`src/rtl/spi_flash_reader.sv`:
```
// Single-IO SPI flash read initiator: wakes the flash with 0xAB, then
// serves 32-bit little-endian reads using command 0x03 + 24-bit address.
module spi_flash_reader #(
  parameter int CLK_DIV  = 1,
  parameter int CSB_HIGH = 4
) (
  input  logic        core_clk,
  input  logic        core_rst,
  input  logic        req_valid,
  output logic        req_ready,
  input  logic [23:0] req_addr,
  output logic        resp_valid,
  output logic [31:0] resp_data,
  output logic        flash_csb,
  output logic        flash_clk,
  output logic        flash_io0_do,
  output logic        flash_io0_oeb,
  input  logic        flash_io1_di
);

  typedef enum logic [2:0] {
    INIT_START,
    SETUP,
    SHIFT,
    HOLD,
    GAP,
    IDLE
  } state_t;

  localparam logic [15:0] DIV    = 16'(CLK_DIV);
  localparam logic [15:0] DIV_M1 = 16'(CLK_DIV - 1);
  localparam logic [15:0] GAP_M1 = 16'(CSB_HIGH - 1);

  state_t      state, state_n;
  logic [15:0] div, div_n;
  logic [6:0]  nfall, nfall_n;
  logic [31:0] tx, tx_n;
  logic [31:0] rx, rx_n;
  logic        is_init, is_init_n;
  logic        csb_n, sck_n, mosi_n, oeb_n;
  logic        rv_n;
  logic [31:0] rd_n;
  logic        last_fall;

  assign req_ready = (state == IDLE);
  assign last_fall = (nfall == (is_init ? 7'd7 : 7'd63));

  always_comb begin
    state_n   = state;
    div_n     = div;
    nfall_n   = nfall;
    tx_n      = tx;
    rx_n      = rx;
    is_init_n = is_init;
    csb_n     = flash_csb;
    sck_n     = flash_clk;
    mosi_n    = flash_io0_do;
    oeb_n     = flash_io0_oeb;
    rv_n      = 1'b0;
    rd_n      = resp_data;
    unique case (state)
      INIT_START: begin
        state_n   = SETUP;
        div_n     = '0;
        nfall_n   = '0;
        tx_n      = {8'hAB, 24'h0};
        is_init_n = 1'b1;
      end
      IDLE: begin
        if (req_valid) begin
          state_n   = SETUP;
          div_n     = '0;
          nfall_n   = '0;
          tx_n      = {8'h03, req_addr};
          is_init_n = 1'b0;
        end
      end
      SETUP: begin
        div_n = div + 16'd1;
        // first SETUP cycle drops csb; N cycles later the first rise
        if (div == '0) begin
          csb_n  = 1'b0;
          oeb_n  = 1'b0;
          mosi_n = tx[31];
        end
        if (div == DIV) begin
          sck_n   = 1'b1;
          rx_n    = {rx[30:0], flash_io1_di};
          div_n   = '0;
          state_n = SHIFT;
        end
      end
      SHIFT: begin
        div_n = div + 16'd1;
        if (div == DIV_M1) begin
          div_n = '0;
          if (flash_clk) begin
            sck_n   = 1'b0;
            tx_n    = {tx[30:0], 1'b0};
            mosi_n  = tx[30];
            nfall_n = nfall + 7'd1;
            if (last_fall) begin
              mosi_n  = 1'b0;
              state_n = HOLD;
            end
          end else begin
            sck_n = 1'b1;
            rx_n  = {rx[30:0], flash_io1_di};
          end
        end
      end
      HOLD: begin
        div_n = div + 16'd1;
        if (div == DIV_M1) begin
          csb_n   = 1'b1;
          oeb_n   = 1'b1;
          mosi_n  = 1'b0;
          div_n   = '0;
          state_n = GAP;
          // rx holds bytes first-received-highest; swap to little-endian
          if (!is_init) begin
            rv_n = 1'b1;
            rd_n = {rx[7:0], rx[15:8], rx[23:16], rx[31:24]};
          end
        end
      end
      GAP: begin
        div_n = div + 16'd1;
        if (div == GAP_M1) begin
          div_n   = '0;
          state_n = IDLE;
        end
      end
      default: state_n = INIT_START;
    endcase
  end

  always_ff @(posedge core_clk or posedge core_rst) begin
    if (core_rst) begin
      state         <= INIT_START;
      div           <= '0;
      nfall         <= '0;
      tx            <= '0;
      rx            <= '0;
      is_init       <= 1'b1;
      flash_csb     <= 1'b1;
      flash_clk     <= 1'b0;
      flash_io0_do  <= 1'b0;
      flash_io0_oeb <= 1'b1;
      resp_valid    <= 1'b0;
      resp_data     <= '0;
    end else begin
      state         <= state_n;
      div           <= div_n;
      nfall         <= nfall_n;
      tx            <= tx_n;
      rx            <= rx_n;
      is_init       <= is_init_n;
      flash_csb     <= csb_n;
      flash_clk     <= sck_n;
      flash_io0_do  <= mosi_n;
      flash_io0_oeb <= oeb_n;
      resp_valid    <= rv_n;
      resp_data     <= rd_n;
    end
  end

endmodule

```
`config.mk`:
```
export PLATFORM = sky130hd
export DESIGN_NAME = spi_flash_reader
export DESIGN_NICKNAME = d
export VERILOG_FILES = /design/src/rtl/spi_flash_reader.sv
export SDC_FILE = /design/constraint.sdc
export NUM_CORES = 1
export LEC_CHECK = 0
export BUFFER_PORTS_ARGS = -buffer_cell sky130_fd_sc_hd__buf_4
export CAP_MARGIN = 20
export CELL_PAD_IN_SITES_DETAIL_PLACEMENT = 0
export CELL_PAD_IN_SITES_GLOBAL_PLACEMENT = 2
export CORE_MARGIN = 2
export CORE_UTILIZATION = 39
export DETAILED_ROUTE_END_ITERATION = 8
export MAX_ROUTING_LAYER = met4
export PLACE_DENSITY = 0.88
export REMOVE_ABC_BUFFERS = 1
export SYNTH_ARGS = -nofsm -noshare
export SYNTH_HDL_FRONTEND = slang
export SYNTH_SLANG_ARGS = --single-unit
```
`constraint.sdc`:
```
create_clock -name core_clk -period 5.05 [get_ports core_clk]
set_input_delay 0.505 -clock core_clk [delete_from_list [all_inputs] [get_ports core_clk]]
set_output_delay 0.505 -clock core_clk [all_outputs]
set_load 0.02 [all_outputs]
```
==> flow_metrics.py, run 1 <==
metrics = {
    "outcome": {
        "status": "completed",
    },
    "power": {
        "leakage_nw": 3.33,
        "peakVddDrop_mv": 0.252,
        "power_density_nw_per_um2": 344,
    },
    "setup_path": {
        "crit_chain": "nor2b_1 > and2_1 > buf_4 > buf_4",
        "cp_common_cell": "buf_4",
        "critPathRequiredTime_ps": 4550,
        "cp_slowest_cell": "dfrtp_1",
        "ff2ff_path_depth": 6,
        "cp-end-kind": "output port",
        "crit_type": "reg -> out",
        "crit_arrival_ps": 2070,
        "cp-start-kind": "register",
        "slowest_delay_ps": 670,
        "critical_path.max_fanout": 28,
    },
    "cells_and_area": {
        "antenna_cells": 0,
        "drive_gt1_share_pct": 32.2,
        "utilization_pct": 48.1,
        "num-nets-final": 570,
        "syn2layout_area_growth_pct": 21.7,
    },
    "drt": {
        "wl_per_cell_um": 15.3,
        "dr.pass1.iters": 5,
        "route.met3.wl_um": 614,
        "drc": 0,
        "top_layer": "met4",
        "drtIter0Drc": 282,
        "drt_wl_total_um": 11200,
        "met1Wirelength_um": 5150,
        "vias": 3854,
        "dr_wl_met2_um": 5310,
        "ant_nets": 0,
        "viasPerCell": 5.25,
    },
    "floorplan": {
        "ioPinCount": 66,
        "initial_core_util_pct": 39.5,
        "core_um2": 14400,
        "die_h_um": 125,
        "rows": 44,
        "die-area_um2": 15600,
        "die_x_um": 125,
    },
    "logic_synthesis": {
        "yosys_most_used_dff": "dfrtp_1",
        "netlist_instances": 477,
        "synth_most_common_cell": "dfrtp_1",
        "synth_edf_count": 0,
        "synthArstFlopShare_pct": 100,
        "yosysTopAreaCell": "dfrtp_1",
        "yosys.area.top_type_share_pct": 54.9,
        "yosys_warnings": 0,
        "synth_cell_types": 53,
        "synth_seq_cells": 127,
        "syn_area_um2": 5700,
        "yosysSeqAreaShare_pct": 55.8,
        "syn_avg_cell_area_um2": 11.9,
        "yosys-top-cells-area": "dfrtp_1 (55%), mux2_4 (7.6%), mux2_2 (6.3%)",
        "synth_common_cells": "dfrtp_1 (125), nand2_1 (54), o21ai_0 (39), mux2_2 (32), mux2_4 (29)",
    },
    "cts": {
        "cts_buffers": 17,
        "cts_tree": "built",
        "clkSinkCount": 127,
        "worstSkewPairLatency_ps": 420,
        "cts_buffer_depth": 2,
        "cts_setup_buffers": 0,
        "postCtsHoldBufs": 0,
        "clk_pin_slew_ps": 60,
        "cts_root_buf": "clkbuf_16",
        "htree_num_levels": 4,
        "cts_resized": 0,
    },
    "global_route": {
        "grt_pass1_wl_um": 19300,
        "grt_start_max_net_pins": 79,
        "grt_usage_pct": 15.7,
        "grt_pass1_vias": 3863,
        "antenna_found_initial": 0,
        "grt_overflow_total": 0,
    },
    "sta": {
        "slew_viol_final": 0,
        "timing.fmax_mhz": 388,
        "worst_pin_slew_ps": 946,
        "post-route-min-period_ps": 2580,
        "setup_viol": 0,
        "rsz0062_at_grt": "false",
        "fin_crit_sh_pct": 51.1,
        "fin_skew_ps": 8.66,
        "hold_viol": 0,
        "slew_headroom_pct": 36.9,
        "fin_setup_tns_ps": 0,
    },
    "worst_hold_path": {
        "min_path_type": "in -> async",
    },
    "run": {
        "cap_violations": 0,
    },
    "placed_design": {
        "io_buffers": 65,
        "gp_congestion": 0.752,
        "dp_hpwl_um": 7180,
    },
}
registers in the layout, summed over array words and instances, names as in the netlist:
register and cells:
state 3, is_init 1, tx 32, nfall 7, flash_io0_oeb 1, resp_valid 1
resp_data 32, rx 32, flash_clk 1, flash_io0_do 1, div 16
layer usage:
metal | vias to the layer above | global-route usage (%)
li1 | 1852 | -
met1 | 1898 | 19.8
met2 | 90 | 24.3
met3 | 14 | 5.20
met4 | 0 | 4.84
met5 | - | -
kinds of logic after synthesis:
| group | count (synthesis) | synth area share (%) |
|---|---|---|
| AOI/OAI and AO/OA | 110 | 12.5 |
| adders and majority gates | 4 | 0.878 |
| xor gates and xnor gates | 2 | 0.307 |
| muxes | 67 | 15.1 |
| DFF | 127 | 55.8 |
| buffers and inverters | 38 | 3.80 |
| and+or+nand+nor | 129 | 11.6 |
cells in the final DEF, fill, tap and decap left out, types with 3 or more instances in the layout:
master / n
a22o_1: 8
nor2_1: 17
and3_1: 3
a22oi_1: 23
mux2_1: 4
bufinv_16: 5
or3_1: 3
nor3_1: 9
clkinv_2: 3
a21oi_1: 14
dfrtp_1: 125
o22a_1: 3
clkbuf_16: 17
nand3_1: 13
or4_1: 3
o31ai_1: 5
nand2_1: 54
mux2_4: 29
mux2_2: 32
nand2b_1: 5
ha_1: 4
nand4_1: 3
buf_4: 72
o21ai_0: 39
a21o_1: 3
inv_1: 7
nor2b_1: 4
metrics by stage:
step	cells	hold WS, ps	power [W]	area (µm²)	setup WS [ps]
floorplan	447	448	0.00105	5510	1160
global route	734	302	0.00247	6940	2240
finish	734	302	0.00239	6940	2470
detailed placement	703	471	0.00108	6300	2490
global placement	703	462	0.00108	6300	2560
CTS	734	290	0.00242	6940	2460
final cells by class:
cell class | instances | area [µm²]
Timing Repair Buffer | 72 | 541
Multi-Input combinational cell | 312 | 2310
Clock inverter | 14 | 215
Tap cell | 184 | 230
Fill cell | 1284 | 7490
Sequential cell | 127 | 3180
Inverter | 8 | 32.5
Clock buffer | 17 | 425
worst max-delay path: cells and delay by family, from the launching register on:
| family | cells | cell delay, ps |
|---|---|---|
| DFF | 1 | 670 |
| buffers and inverters | 2 | 520 |
| and+or+nand+nor | 2 | 450 |
where the power goes:
part           leakage (nW)  switching (W)  internal (W)  total (W)
Clock                 0.309       0.000456      0.000873    0.00133
Sequential             1.70    0.000000241       0.00102    0.00102
Combinational          1.31      0.0000231     0.0000140  0.0000371
final timing paths:
| path | slack, ps | end | start |
|---|---|---|---|
| max | 2470 | req_ready | state[0] |
| min | 300 | rx[1] | core_rst |
| max reg2reg | 2490 | nfall[5] | state[0] |
| min reg2reg | 480 | tx[14] | tx[14] |
| max in group asynchronous | 3500 | tx[4] | core_rst |
| min in group core_clk | 310 | rx[0] | flash_io1_di |
Power figures use the tool's default switching activity.
==> run 2: changes to the inputs <==
--- a/config.mk
+++ b/config.mk
@@ -10,10 +10,10 @@
 export CELL_PAD_IN_SITES_DETAIL_PLACEMENT = 0
 export CELL_PAD_IN_SITES_GLOBAL_PLACEMENT = 2
 export CORE_MARGIN = 2
-export CORE_UTILIZATION = 39
+export CORE_UTILIZATION = 35
 export DETAILED_ROUTE_END_ITERATION = 8
 export MAX_ROUTING_LAYER = met4
-export PLACE_DENSITY = 0.88
+export PLACE_DENSITY = 0.84
 export REMOVE_ABC_BUFFERS = 1
 export SYNTH_ARGS = -nofsm -noshare
 export SYNTH_HDL_FRONTEND = slang
==> constraint.sdc (replaced) <==
create_clock -name core_clk -period 2.2 [get_ports core_clk]
set_input_delay 0.22 -clock core_clk [delete_from_list [all_inputs] [get_ports core_clk]]
set_output_delay 0.22 -clock core_clk [all_outputs]
set_load 0.02 [all_outputs]
==> run 2 against run 1 <==
Against the previous run: worst setup slack worse by 2400 ps; total power is 120% higher; clock-buffer cell count stayed put; highest routed layer unchanged.
==> flow_metrics.py, run 2 (synthesis results as in run 1) <==
metrics = {
    "drt": {
        "vias": 4050,
        "viasPerCell": 4.96,
        "dr.pass1.iters": 4,
        "wl_per_cell_um": 14.9,
        "drtIter0Drc": 216,
        "drt_wl_total_um": 12200,
        "ant_nets": 0,
        "drc": 0,
    },
    "power": {
        "leakage_nw": 3.64,
        "peakVddDrop_mv": 0.554,
        "power_density_nw_per_um2": 709,
        "total_power_w": 0.00533,
    },
    "cells_and_area": {
        "drive_gt1_share_pct": 39.4,
        "register_area_um2": 3180,
        "syn2layout_area_growth_pct": 32.0,
        "layout_commonest_cell": "dfrtp_1",
        "mostFrequentLayoutCells": "dfrtp_1 (124), buf_4 (111), nand2_1 (54)",
        "n_fill_cell": 1427,
        "antenna_cells": 0,
        "fin_area_um2": 7520,
        "multi_input_area_um2": 2390,
        "utilization_pct": 47.3,
        "num-nets-final": 620,
        "largestRegisters": "resp_data x32, rx x32, tx x32",
    },
    "setup_path": {
        "ff2ff_path_depth": 7,
        "r2r-end": "resp_data[31]",
        "critical_path.max_fanout": 8,
        "reg2reg_slack_ps": 30,
        "cp-end-kind": "register",
        "startpoint": "div[1]",
        "crit_type": "reg -> reg",
        "crit_arrival_ps": 2470,
        "critPathRequiredTime_ps": 2500,
        "regToRegStartpoint": "div[1]",
        "endpoint": "resp_data[31]",
        "cp-start-kind": "register",
    },
    "placed_design": {
        "placed_area_um2": 6720,
        "gp_congestion": 0.765,
        "io_buffers": 65,
        "dp_hpwl_um": 7920,
        "pre_cts_ws_ps": -93.1,
    },
    "global_route": {
        "grt_pass1_vias": 4090,
        "grt_overflow_total": 0,
        "grt_usage_pct": 15.2,
        "grt_pass1_wl_um": 20900,
        "grt_start_max_net_pins": 42,
        "antenna_found_initial": 0,
    },
    "floorplan": {
        "die_x_um": 132,
        "die-area_um2": 17300,
        "core_um2": 15900,
        "rows": 46,
        "die_h_um": 132,
        "initial_core_util_pct": 35.9,
        "ioPinCount": 66,
    },
    "cts": {
        "clk_pin_slew_ps": 60,
        "cts_tree": "built",
        "htree_num_levels": 4,
        "cts_buffer_depth": 2,
        "cts_buffers": 17,
        "worstSkewPairLatency_ps": 420,
        "cts_root_buf": "clkbuf_16",
        "clkSinkCount": 127,
    },
    "worst_hold_path": {
        "min_path_type": "in -> reg",
    },
    "sta": {
        "fin_crit_sh_pct": 98.6,
        "rsz0062_at_grt": "true",
        "post-route-min-period_ps": 2170,
        "slew_viol_final": 0,
        "fin_skew_ps": 8.86,
        "hold_ws_ps": 41.3,
        "hold_viol": 0,
        "slew_headroom_pct": 65.7,
        "setup_viol": 0,
        "timing.fmax_mhz": 461,
        "final.setup.worst_slack_ps": 30.7,
        "worst_pin_slew_ps": 511,
    },
    "run": {
        "cap_violations": 0,
    },
    "outcome": {
        "status": "completed",
    },
}
## run 2: cell types whose count changed in the layout (fill, tap and decap cells not counted), moves of 3 or more
cell | previous run | this run
buf_12 | 0 | 4
inv_6 | 2 | 6
buf_6 | 0 | 3
clkinv_2 | 3 | 0
bufinv_16 | 5 | 2
buf_4 | 72 | 111
inv_8 | 0 | 3
## run 2: worst min path at each step
stage	end	startpoint	cells after the start
6_report	rx[0]	flash_io1_di	2
5_1_grt	rx[0]	flash_io1_di	2
4_1_cts	rx[0]	flash_io1_di	2
3_5_place_dp	div[14]	core_rst	2
3_3_place_gp	div[5]	core_rst	2
2_1_floorplan	rx[0]	flash_io1_di	1
## run 2: where the power goes
| part | switching (W) | internal, W | total [W] |
|---|---|---|---|
| sequential | 0.000000744 | 0.00234 | 0.00234 |
| clock | 0.00117 | 0.00173 | 0.00290 |
| combinational | 0.0000559 | 0.0000393 | 0.0000952 |
| total | 0.00123 | 0.00410 | 0.00533 |
## run 2: area by class of cell
class,instances,share of cell area (%)
Sequential cell,127,42.3
Clock buffer,17,5.66
Inverter,8,0.433
Tap cell,216,3.59
Timing Repair Buffer,122,13.8
Multi-Input combinational cell,312,31.7
Clock inverter,15,2.51
## run 2: per-stage QoR
step                setup TNS [ps]  instances
CTS                              0        812
detailed placement           -2520        778
finish                           0        817
global route                 -1030        817
floorplan                  -271810        447
global placement             -1790        778
## run 2: metal layers
metal  part of all wire (%)  vias up  global-route usage [%]
met2                     47       77                    23.1
met3                    3.2       16                    3.36
li1                       -     1953                       -
met1                     48     2004                    20.0
met5                      0        -                       -
met4                    1.6        0                    5.92
## run 2: timing repair
item / CTS / global route
endpoints found under the setup margin: 32 / 49
pin swaps: 1 / 0
hold buffers: 1 / 0
setup buffers: 0 / 3
gates resized for setup: 4 / 15
gates cloned: 1 / 2
hold endpoints to repair: 33 / 0
## run 2: worst max-delay path, stage by stage (launching register included)
cell       delay, ps
dfrtp_1          390
inv_2             80
ha_4             120
nor3b_4          190
nand4_1          140
or4b_4           610
clkbuf_16        220
mux2_4           300
==> run 3: changes to the inputs <==
--- a/config.mk
+++ b/config.mk
@@ -13,7 +13,7 @@
 export CORE_UTILIZATION = 35
 export DETAILED_ROUTE_END_ITERATION = 8
 export MAX_ROUTING_LAYER = met4
-export PLACE_DENSITY = 0.84
+export PLACE_DENSITY = 0.73
 export REMOVE_ABC_BUFFERS = 1
 export SYNTH_ARGS = -nofsm -noshare
 export SYNTH_HDL_FRONTEND = slang
==> run 3 against run 2 <==
Against the previous run: worst setup slack got worse by 16 ps; global-route usage about the same; die area did not move; flip-flop and latch count stayed put; clock-buffer cell count increased by 2; critical path depth down 2; register-to-register slack got worse by 20 ps; clock power increased by 5%; critical path type unchanged; largest cell class unchanged; highest routed layer unchanged.
==> flow_metrics.py, run 3 (synthesis results as in run 1) <==
metrics = {
    "drt": {
        "drc": 0,
        "drtIter0Drc": 149,
        "dr_wl_met2_um": 6020,
        "met1Wirelength_um": 5710,
        "wl_per_cell_um": 15.0,
        "vias": 4041,
        "viasPerCell": 4.95,
        "route.met3.wl_um": 419,
        "ant_nets": 0,
        "drt_wl_total_um": 12200,
        "top_layer": "met4",
        "dr.pass1.iters": 4,
    },
    "cells_and_area": {
        "num-nets-final": 620,
        "drive_gt1_share_pct": 39.1,
        "n_fill_cell": 1488,
        "syn2layout_area_growth_pct": 32.4,
        "antenna_cells": 0,
        "utilization_pct": 47.5,
        "largestRegisters": "resp_data x32, rx x32, tx x32",
        "multi_input_area_um2": 2380,
        "mostFrequentLayoutCells": "dfrtp_1 (124), buf_4 (110), nand2_1 (54)",
        "register_area_um2": 3180,
        "layout_commonest_cell": "dfrtp_1",
    },
    "global_route": {
        "grt_start_max_net_pins": 74,
        "grt_usage_pct": 15.2,
        "grt_overflow_total": 0,
        "grt_pass1_vias": 4111,
        "grt_pass1_wl_um": 20500,
        "antenna_found_initial": 0,
    },
    "cts": {
        "htree_num_levels": 4,
        "cts_buffers": 17,
        "cts_buffer_depth": 2,
        "clkSinkCount": 127,
        "clk_pin_slew_ps": 60,
        "cts_root_buf": "clkbuf_16",
        "worstSkewPairLatency_ps": 420,
        "cts_tree": "built",
    },
    "sta": {
        "rsz0062_at_grt": "true",
        "fin_skew_ps": 12.1,
        "slew_headroom_pct": 74.0,
        "timing.fmax_mhz": 458,
        "fin_crit_sh_pct": 99.3,
        "setup_viol": 0,
        "worst_pin_slew_ps": 390,
        "fin_setup_tns_ps": 0,
        "hold_viol": 0,
        "post-route-min-period_ps": 2190,
        "slew_viol_final": 0,
    },
    "outcome": {
        "status": "completed",
    },
    "setup_path": {
        "crit_chain": "nor4_4 > nand4_1 > or4b_4 > buf_16 > mux2_4",
        "critical_path.max_fanout": 16,
        "cp-start-kind": "register",
        "cp-end-kind": "register",
        "crit_arrival_ps": 2490,
        "slowest_delay_ps": 620,
        "crit_type": "reg -> reg",
        "critPathRequiredTime_ps": 2500,
        "cp_slowest_cell": "or4b_4",
    },
    "power": {
        "power_frac_seq_pct": 42.7,
        "pwr-share-clk_pct": 55.6,
        "power_frac_comb_pct": 1.7,
        "cell_internal_pwr_w": 0.00433,
        "p_switching_w": 0.00114,
        "leakage_nw": 3.63,
        "power_density_nw_per_um2": 725,
        "swShare_pct": 20.9,
        "peakVddDrop_mv": 0.515,
    },
    "placed_design": {
        "io_buffers": 65,
        "dp_hpwl_um": 7950,
        "gp_congestion": 0.771,
    },
    "floorplan": {
        "core_um2": 15900,
        "initial_core_util_pct": 35.9,
        "die-area_um2": 17300,
        "ioPinCount": 66,
        "die_x_um": 132,
        "die_h_um": 132,
        "rows": 46,
    },
    "run": {
        "cap_violations": 0,
    },
    "worst_hold_path": {
        "min_path_type": "in -> reg",
    },
}
[run 3: cell count changes in the layout (fill, tap and decap cells not counted), sizes merged]
cell / previous run / this run
clkinv: 4 / 5
inv: 17 / 12
bufinv: 2 / 4
clkbuf: 19 / 21
[run 3: power by group through the flow]
stage | Clock, W | Combinational, W | Sequential, W
2_1_floorplan | 0 | 0.0000352 | 0.00238
3_3_place_gp | 0 | 0.0000952 | 0.00238
3_5_place_dp | 0 | 0.0000961 | 0.00238
4_1_cts | 0.00311 | 0.0000979 | 0.00234
5_1_grt | 0.00324 | 0.000107 | 0.00234
6_report | 0.00304 | 0.0000933 | 0.00234
[run 3: through the flow]
| step | setup WS (ps) | cell area [µm²] | hold slack (ps) | total power [W] | cells |
|---|---|---|---|---|---|
| floorplan | -1560 | 5510 | 352 | 0.00242 | 447 |
| global placement | -142 | 6710 | 331 | 0.00248 | 778 |
| detailed placement | -205 | 6710 | 322 | 0.00248 | 778 |
| CTS | -3.08 | 7440 | 2.25 | 0.00555 | 813 |
| global route | -88.0 | 7550 | 17.2 | 0.00568 | 817 |
| finish | 14.5 | 7550 | 20.9 | 0.00547 | 817 |
[run 3: layout make-up]
cell class	instances	share of cell area [%]
timing repair buffer	122	13.8
clock buffer	19	5.87
inverter	8	0.431
multi-input combinational	312	31.5
clock inverter	13	2.67
sequential	127	42.2
tap	216	3.58
[run 3: final timing paths]
check | from | to | slack (ps) | cells after the start
max | div[2] | resp_data[29] | 10 | 5
min | flash_io1_di | rx[0] | 20 | 2
max reg2reg | div[2] | resp_data[29] | 10 | 5
min reg2reg | tx[13] | tx[13] | 480 | 2
max in group asynchronous | core_rst | rx[6] | 1410 | 4
min in group asynchronous | core_rst | div[3] | 430 | 4
[run 3: repair_timing]
action                     CTS  global route
setup buffers                1             2
cloned                       1             2
hold buffers                 1             0
resized for setup            8            13
pin swaps                    1             1
setup endpoints to repair   48           111
hold endpoints to repair   125             0
[run 3: worst max-delay path: cells and delay by family (launching register included)]
kind          cells  cell delay [ps]
flops             1              400
simple gates      3             1150
mux               1              300
buf+inv           1              210
[run 3: metal layers]
metal / vias to the layer above / GRT usage [%]
met5: - / -
met4: 0 / 4.71
met3: 8 / 4.44
met2: 79 / 24.6
met1: 1997 / 18.4
li1: 1957 / -
